### src/rtl/face_filter_pkg.sv
// Shared definitions for the face result writer: box/header layout, addresses, FSM states.
// Readback support in the top is selected by FACE_RESULT_WRITER_READBACK_EN.
package face_filter_pkg;

   localparam int unsigned BOX_X_LSB     = 22;
   localparam int unsigned BOX_Y_LSB     = 12;
   localparam int unsigned BOX_SIZE_LSB  = 4;
   localparam int unsigned BOX_SCORE_LSB = 0;

   localparam int unsigned HDR_FCNT_LSB = 16;
   localparam int unsigned HDR_OVF_BIT  = 15;
   localparam int unsigned HDR_CNT_LSB  = 0;

   localparam logic [4:0] HDR_ADDR      = 5'd0;
   localparam logic [4:0] BOX_BASE_ADDR = 5'd1;

   typedef enum logic [2:0] {
      StIdle,
      StWrbox,
      StFlush,
      StHdr,
      StVerify
   } frw_state_e;

   function automatic logic [31:0] make_header(input logic [15:0] fcnt, input logic ovf,
                                               input logic [7:0] cnt);
      return {fcnt, ovf, 7'b0, cnt};
   endfunction

endpackage

### src/rtl/frw_fifo.sv
// Synchronous box FIFO with full/empty flags; head word is visible combinationally on rdata_o.
module frw_fifo #(
   parameter int unsigned DEPTH = 4,
   parameter int unsigned WIDTH = 32
) (
   input  logic             clk_i,
   input  logic             rst_ni,
   input  logic             push_i,
   input  logic [WIDTH-1:0] wdata_i,
   input  logic             pop_i,
   output logic [WIDTH-1:0] rdata_o,
   output logic             full_o,
   output logic             empty_o
);

   localparam int unsigned AW = $clog2(DEPTH);
   localparam logic [AW:0] PtrOne = {{AW{1'b0}}, 1'b1};

   logic [WIDTH-1:0] mem_q [DEPTH];
   logic [AW:0]      wptr_q, rptr_q;

   // Extra pointer bit distinguishes full from empty when the indices match.
   assign empty_o = (wptr_q == rptr_q);
   assign full_o  = (wptr_q[AW] != rptr_q[AW]) && (wptr_q[AW-1:0] == rptr_q[AW-1:0]);
   assign rdata_o = mem_q[rptr_q[AW-1:0]];

   always_ff @(posedge clk_i or negedge rst_ni) begin
      if (!rst_ni) begin
         wptr_q <= '0;
         rptr_q <= '0;
      end else begin
         if (push_i && !full_o) wptr_q <= wptr_q + PtrOne;
         if (pop_i && !empty_o) rptr_q <= rptr_q + PtrOne;
      end
   end

   always_ff @(posedge clk_i) begin
      if (push_i && !full_o) mem_q[wptr_q[AW-1:0]] <= wdata_i;
   end

endmodule

### src/rtl/face_result_writer.sv
// Buffers detected face boxes and writes them plus a per-frame header into a small register file.
// Define FACE_RESULT_WRITER_READBACK_EN to read back and verify every write (rb_err output).
module face_result_writer
   import face_filter_pkg::*;
#(
   parameter int unsigned MAX_BOXES  = 16,
   parameter int unsigned FIFO_DEPTH = 4,
   parameter int unsigned RD_LATENCY = 1
) (
   input  logic        clk_clk,
   input  logic        reset_reset_n,
   input  logic        box_valid,
   output logic        box_ready,
   input  logic [31:0] box_data,
   input  logic        frame_end,
   output logic [4:0]  mem_address,
   output logic        mem_chipselect,
   output logic        mem_clken,
   output logic        mem_write,
   output logic [31:0] mem_writedata,
   output logic [3:0]  mem_byteenable,
   input  logic [31:0] mem_readdata,
   output logic        busy,
   output logic        frame_dropped
`ifdef FACE_RESULT_WRITER_READBACK_EN
   ,
   output logic        rb_err
`endif
);

   localparam logic [7:0] MaxCnt = 8'(MAX_BOXES);

   frw_state_e  state_q, state_d;
   logic [7:0]  count_q, count_d;
   logic        ovf_q, ovf_d;
   logic [15:0] fcnt_q, fcnt_d;
   logic        ready_en_q;

   logic        fifo_push, fifo_pop, fifo_full, fifo_empty;
   logic [31:0] fifo_rdata;

   logic        acc, wr;
   logic [4:0]  addr;
   logic [31:0] wdata;
   logic        flush_phase;

`ifdef FACE_RESULT_WRITER_READBACK_EN
   localparam logic [7:0] RdLat = 8'(RD_LATENCY);

   frw_state_e  ret_q, ret_d;
   logic [4:0]  vaddr_q, vaddr_d;
   logic [31:0] vdata_q, vdata_d;
   logic [7:0]  vcnt_q, vcnt_d;
   logic        err_q, err_d;

   // A verify that returns to FLUSH still belongs to the closing frame.
   assign flush_phase = (state_q == StFlush) || (state_q == StHdr) ||
                        ((state_q == StVerify) && (ret_q == StFlush));
   assign rb_err      = err_q;
`else
   logic unused_rd;
   assign unused_rd   = ^{mem_readdata, (RD_LATENCY == 0)};
   assign flush_phase = (state_q == StFlush) || (state_q == StHdr);
`endif

   assign box_ready = ready_en_q && !fifo_full && !flush_phase;
   assign fifo_push = box_valid && box_ready;
   assign busy      = (state_q == StFlush) || (state_q == StHdr);

   frw_fifo #(
      .DEPTH (FIFO_DEPTH),
      .WIDTH (32)
   ) u_fifo (
      .clk_i   (clk_clk),
      .rst_ni  (reset_reset_n),
      .push_i  (fifo_push),
      .wdata_i (box_data),
      .pop_i   (fifo_pop),
      .rdata_o (fifo_rdata),
      .full_o  (fifo_full),
      .empty_o (fifo_empty)
   );

   always_comb begin
      state_d       = state_q;
      count_d       = count_q;
      ovf_d         = ovf_q;
      fcnt_d        = fcnt_q;
      fifo_pop      = 1'b0;
      acc           = 1'b0;
      wr            = 1'b0;
      addr          = '0;
      wdata         = '0;
      frame_dropped = 1'b0;
`ifdef FACE_RESULT_WRITER_READBACK_EN
      ret_d         = ret_q;
      vaddr_d       = vaddr_q;
      vdata_d       = vdata_q;
      vcnt_d        = vcnt_q;
      err_d         = err_q;
`endif
      unique case (state_q)
         StIdle: begin
            if (frame_end) state_d = StFlush;
            else if (!fifo_empty) state_d = StWrbox;
         end
         StWrbox, StFlush: begin
            if (!fifo_empty) begin
               fifo_pop = 1'b1;
               if (count_q < MaxCnt) begin
                  acc     = 1'b1;
                  addr    = BOX_BASE_ADDR + count_q[4:0];
                  wdata   = fifo_rdata;
                  count_d = count_q + 8'd1;
               end else begin
                  ovf_d = 1'b1;
               end
            end
            if (state_q == StWrbox) begin
               if (frame_end) state_d = StFlush;
               else if (fifo_empty) state_d = StIdle;
            end else begin
               frame_dropped = frame_end;
               if (fifo_empty) state_d = StHdr;
            end
         end
         StHdr: begin
            acc           = 1'b1;
            addr          = HDR_ADDR;
            wdata         = make_header(fcnt_q, ovf_q, count_q);
            count_d       = '0;
            ovf_d         = 1'b0;
            fcnt_d        = fcnt_q + 16'd1;
            frame_dropped = frame_end;
            state_d       = StIdle;
         end
`ifdef FACE_RESULT_WRITER_READBACK_EN
         StVerify: begin
            if (vcnt_q == 8'd0) begin
               acc  = 1'b1;
               addr = vaddr_q;
            end
            // frame_end seen mid-verify is deferred until the verify completes.
            if (frame_end) begin
               if (ret_q == StFlush) frame_dropped = 1'b1;
               else ret_d = StFlush;
            end
            if (vcnt_q == RdLat) begin
               if (mem_readdata != vdata_q) err_d = 1'b1;
               state_d = ret_d;
            end else begin
               vcnt_d = vcnt_q + 8'd1;
            end
         end
`endif
         default: state_d = StIdle;
      endcase
`ifdef FACE_RESULT_WRITER_READBACK_EN
      wr = acc && (state_q != StVerify);
      if (wr) begin
         ret_d   = state_d;
         state_d = StVerify;
         vaddr_d = addr;
         vdata_d = wdata;
         vcnt_d  = '0;
      end
`else
      wr = acc;
`endif
   end

   assign mem_chipselect = acc;
   assign mem_write      = wr;
   assign mem_address    = addr;
   assign mem_writedata  = wdata;
   assign mem_byteenable = {4{acc}};
   assign mem_clken      = ready_en_q;

   always_ff @(posedge clk_clk or negedge reset_reset_n) begin
      if (!reset_reset_n) begin
         state_q    <= StIdle;
         count_q    <= '0;
         ovf_q      <= 1'b0;
         fcnt_q     <= '0;
         ready_en_q <= 1'b0;
`ifdef FACE_RESULT_WRITER_READBACK_EN
         ret_q      <= StIdle;
         vaddr_q    <= '0;
         vdata_q    <= '0;
         vcnt_q     <= '0;
         err_q      <= 1'b0;
`endif
      end else begin
         state_q    <= state_d;
         count_q    <= count_d;
         ovf_q      <= ovf_d;
         fcnt_q     <= fcnt_d;
         ready_en_q <= 1'b1;
`ifdef FACE_RESULT_WRITER_READBACK_EN
         ret_q      <= ret_d;
         vaddr_q    <= vaddr_d;
         vdata_q    <= vdata_d;
         vcnt_q     <= vcnt_d;
         err_q      <= err_d;
`endif
      end
   end

endmodule

### config.mk
export PLATFORM = sky130hd
export DESIGN_NAME = face_result_writer
export DESIGN_NICKNAME = d
export VERILOG_FILES = /design/src/rtl/face_filter_pkg.sv /design/src/rtl/frw_fifo.sv /design/src/rtl/face_result_writer.sv
export SDC_FILE = /design/constraint.sdc
export NUM_CORES = 1
export LEC_CHECK = 0
export ABC_AREA = 1
export BUFFER_PORTS_ARGS = -buffer_cell sky130_fd_sc_hd__buf_2
export CAP_MARGIN = 20
export CORE_UTILIZATION = 56
export CTS_CLUSTER_DIAMETER = 120
export DETAILED_ROUTE_END_ITERATION = 12
export GPL_ROUTABILITY_DRIVEN = 0
export GPL_TIMING_DRIVEN = 0
export PLACE_DENSITY = 0.84
export SLEW_MARGIN = 10
export SYNTH_ARGS = -nofsm -noshare
export SYNTH_HDL_FRONTEND = slang
export SYNTH_SLANG_ARGS = --single-unit
### constraint.sdc
create_clock -name clk_clk -period 3.5 [get_ports clk_clk]
set_input_delay 0.175 -clock clk_clk [delete_from_list [all_inputs] [get_ports clk_clk]]
set_output_delay 0.175 -clock clk_clk [all_outputs]
set_load 0.02 [all_outputs]
==> impl_metrics.toml <==
[sta]
report.final.slew_viol_count = 0
slew_headroom_pct = 48.31
setup-tns-final_ps = 0
max_freq_mhz = 348.8
hold_slack_ps = 38.76
rsz0062_at_grt = "no"
clock-skew-final_ps = 7.006
hold_violations = 0
setup_violations = 0
worst_slack_ps = 633.3
max_slew.worst_pin.slew_ps = 775.4
fin_crit_sh_pct = 81.91
min_period_ps = 2867

[critical_path]
crit_path_end_kind = "output pin"
crit_arrival_ps = 2690
cp-start-kind = "register"
criticalPathCategory = "register to output pin"
worstPathRequired_ps = 3320
cp_cell_sequence = "inv_1 -> ha_1 -> inv_1 -> nor2_1 -> nand2_4 -> nor2_8 -> inv_2 -> nand2_1 -> buf_4 -> buf_2"
critPathTopFamily = "simple AND/OR/NAND/NOR gates"
crit_path_max_incr_delay_ps = 450
path_max_fanout = 8
critical_path_buf_inv_count = 5
cp_slowest_cell = "dfrtp_1"
path_common_cell = "inv_1"

[synthesis]
synth-async-reset-ratio_pct = 20.99
syn_inst = 662
synth_top_cell_by_area = "edfxtp_1"
ys_types = 32
yosysSeqAreaShare_pct = 65.98
ys_ff_latch = 162
netlist.area_leader.share_pct = 54.02
syn_avg_cell_area_um2 = 10.75
yosys-top-cells-area = "edfxtp_1 (54%), dfrtp_1 (12%), nand2_1 (7.3%)"
synth_compound_area_share_pct = 9.056
synth-adder-area-share_pct = 2.110
synth_top_family_by_area = "simple AND/OR/NAND/NOR gates"
synth-simple-area-share_pct = 16.09
syn-cell-area_um2 = 7116
syn-num-nets = 742
synth.area.mux_share_pct = 0
synth_warnings = 0
synth_edf_count = 128
yosys_most_used_dff = "edfxtp_1"
synthXorXnorAreaFrac_pct = 1.723

[clock_network]
cts_max_path_buffers = 2
ctsHtreeMaxLevel = 4
path_clk_slew_ps = 60
post_cts_buffers = 0
holdBufCountCts = 33
clock_latency_ps = 430
cts_tree = "built"
cts_buffers = 17
cts_resized = 0
clock-sinks = 162
clock-root-buffer = "clkbuf_16"

[placement]
portBuffers = 82
post-place-ws_ps = 815.5
dpl.cell_count = 916
hpwlAfterDp_mm = 11.22

[detailed_routing]
wl_per_cell_um = 17.65
drt_iter0_drc = 528
ant_nets = 0
wirelength_mm = 17.32
drtPass1Iterations = 7
drcViolationCount = 0
viasPerCell = 5.635
vias = 5528

[global_route]
grt_start_max_net_pins = 35
grt_antenna_before_repair = 0
grt-ovfl-total = 0
globalRouteTotalUtil_pct = 27.69
grt_pass1_wl_mm = 26.42
grt_pass1_vias = 5381

[final_layout]
final_cells = 981
final_util_pct = 71.78
nets = 880
diodes = 0
syn2layout_area_growth_pct = 23.19
fill_cells = 889
drive_gt1_share_pct = 17.84

[worst_hold_path]
hp-class = "primary input to register"

[floorplan]
rows = 40
pin_count = 115
core_area_um2 = 12210
die_x_um = 114.7
dieArea_um2 = 13160
die_y_um = 114.7
start_util_pct = 58.27

[pwr]
p_leak_nw = 3.643
cellPowerDensity_nw_per_um2 = 868.7
ir_drop_mv = 0.5108

[run_status]
status = "finished clean"

[run]
cap_violations = 0
## state kept, by name, summed over array words and instances, names as in the netlist
register       cells
u_fifo.rptr_q      3
ovf_q              1
u_fifo.mem_q     128
u_fifo.wptr_q      3
mem_clken          1
count_q            8
state_q            2
fcnt_q            16
## layer usage
layer  vias up  track usage, %  routed length, µm
li1       2544               -                  -
met1      2652           33.87               6918
met2       291           45.21               8677
met3        41           7.464               1312
met4         0           14.98                410
met5         -               0                  0
## through the flow
stage          total power, mW  cell area (µm²)
6_report                 7.615             8766
5_1_grt                  7.998             8766
4_1_cts                  7.571             8766
3_5_place_dp             5.786             7876
3_3_place_gp             5.619             7736
2_1_floorplan            4.690             7116
## power breakdown
group	switching (mW)	internal (mW)	total, mW
clock network	0.770	0.991	1.76
logic	2.32	1.05	3.37
registers	0.154	2.33	2.48
## cell usage in the layout, fill, tap and decap left out, types with 2 or more instances in the layout
cell type      instances
o21ai_0               69
xnor2_1                4
inv_8                  3
nand4_1                6
nand2_2                2
clkinv_1               2
o22ai_1               25
edfxtp_1             128
or2_2                  2
nor2_1                87
inv_2                  2
clkinvlp_4             3
a21oi_1                7
buf_4                  5
clkbuf_1              19
buf_6                  2
o21ai_2                2
dlygate4sd3_1         33
buf_16                 4
clkbuf_16             17
buf_2                 90
a32o_1                 7
nand3_1               33
clkinv_2               2
dfrtp_1               34
nand2_1              139
nor2_4                 4
xor2_1                10
inv_1                 47
inv_6                  2
ha_1                  12
## cell type report
cell class                 count  area, µm²  share of cell area, %
clock buffer                  19      432.9                  4.939
multi-input combinational    417       2096                  23.91
timing repair buffer         119      850.8                  9.706
inverter                      50      187.7                  2.141
buffer                        33      167.7                  1.913
sequential                   162       4695                  53.55
clock inverter                13      126.4                  1.442
tap                          168      210.2                  2.398
## worst paths after layout
kind,startpoint,endpoint,slack [ps],depth (start not counted)
min in group asynchronous,reset_reset_n,count_q[4]$_DFFE_PN0P_,360,2
hold / removal,box_valid,u_fifo.wptr_q[2]$_DFFE_PN0P_,40,3
max in group asynchronous,reset_reset_n,state_q[0]$_DFFE_PN0P_,2650,2
hold reg to reg,u_fifo.rptr_q[2]$_DFFE_PN0P_,u_fifo.rptr_q[2]$_DFFE_PN0P_,510,2
setup reg to reg,state_q[0]$_DFFE_PN0P_,u_fifo.mem_q[0][17]$_DFFE_PP_,840,9
setup / recovery,state_q[1]$_DFFE_PN0P_,mem_write,630,10
## cell usage after synthesis (2+ instances only)
cell / number
a32o_1: 7
inv_2: 2
buf_4: 5
nand3_1: 33
o22ai_1: 25
xor2_1: 10
xnor2_1: 4
inv_1: 47
a21oi_1: 7
buf_6: 2
ha_1: 12
o21ai_0: 69
nand2_2: 2
o21ai_2: 2
nand2_1: 139
or2_2: 2
dfrtp_1: 34
buf_2: 8
nor2_1: 91
nand4_1: 6
clkbuf_1: 17
edfxtp_1: 128
## worst register-to-register path, cell delays in order (launching register included)
cell     delay [ps]
dfrtp_1         400
inv_1           110
ha_1            200
or2_2           280
nor2_1          110
nand2_1          60
inv_1           120
nand2_1         290
nor2_4          540
buf_16          250
## logic make-up after synthesis
kind of cell,count (synthesis)
adder cells (fa/ha/maj),12
flip-flops,162
other,1
XOR/XNOR,14
AND/OR/NAND/NOR,277
AO/OA/AOI/OAI,113
buffers and inverters,83
Note: power is estimated with default switching activity, not from simulation.
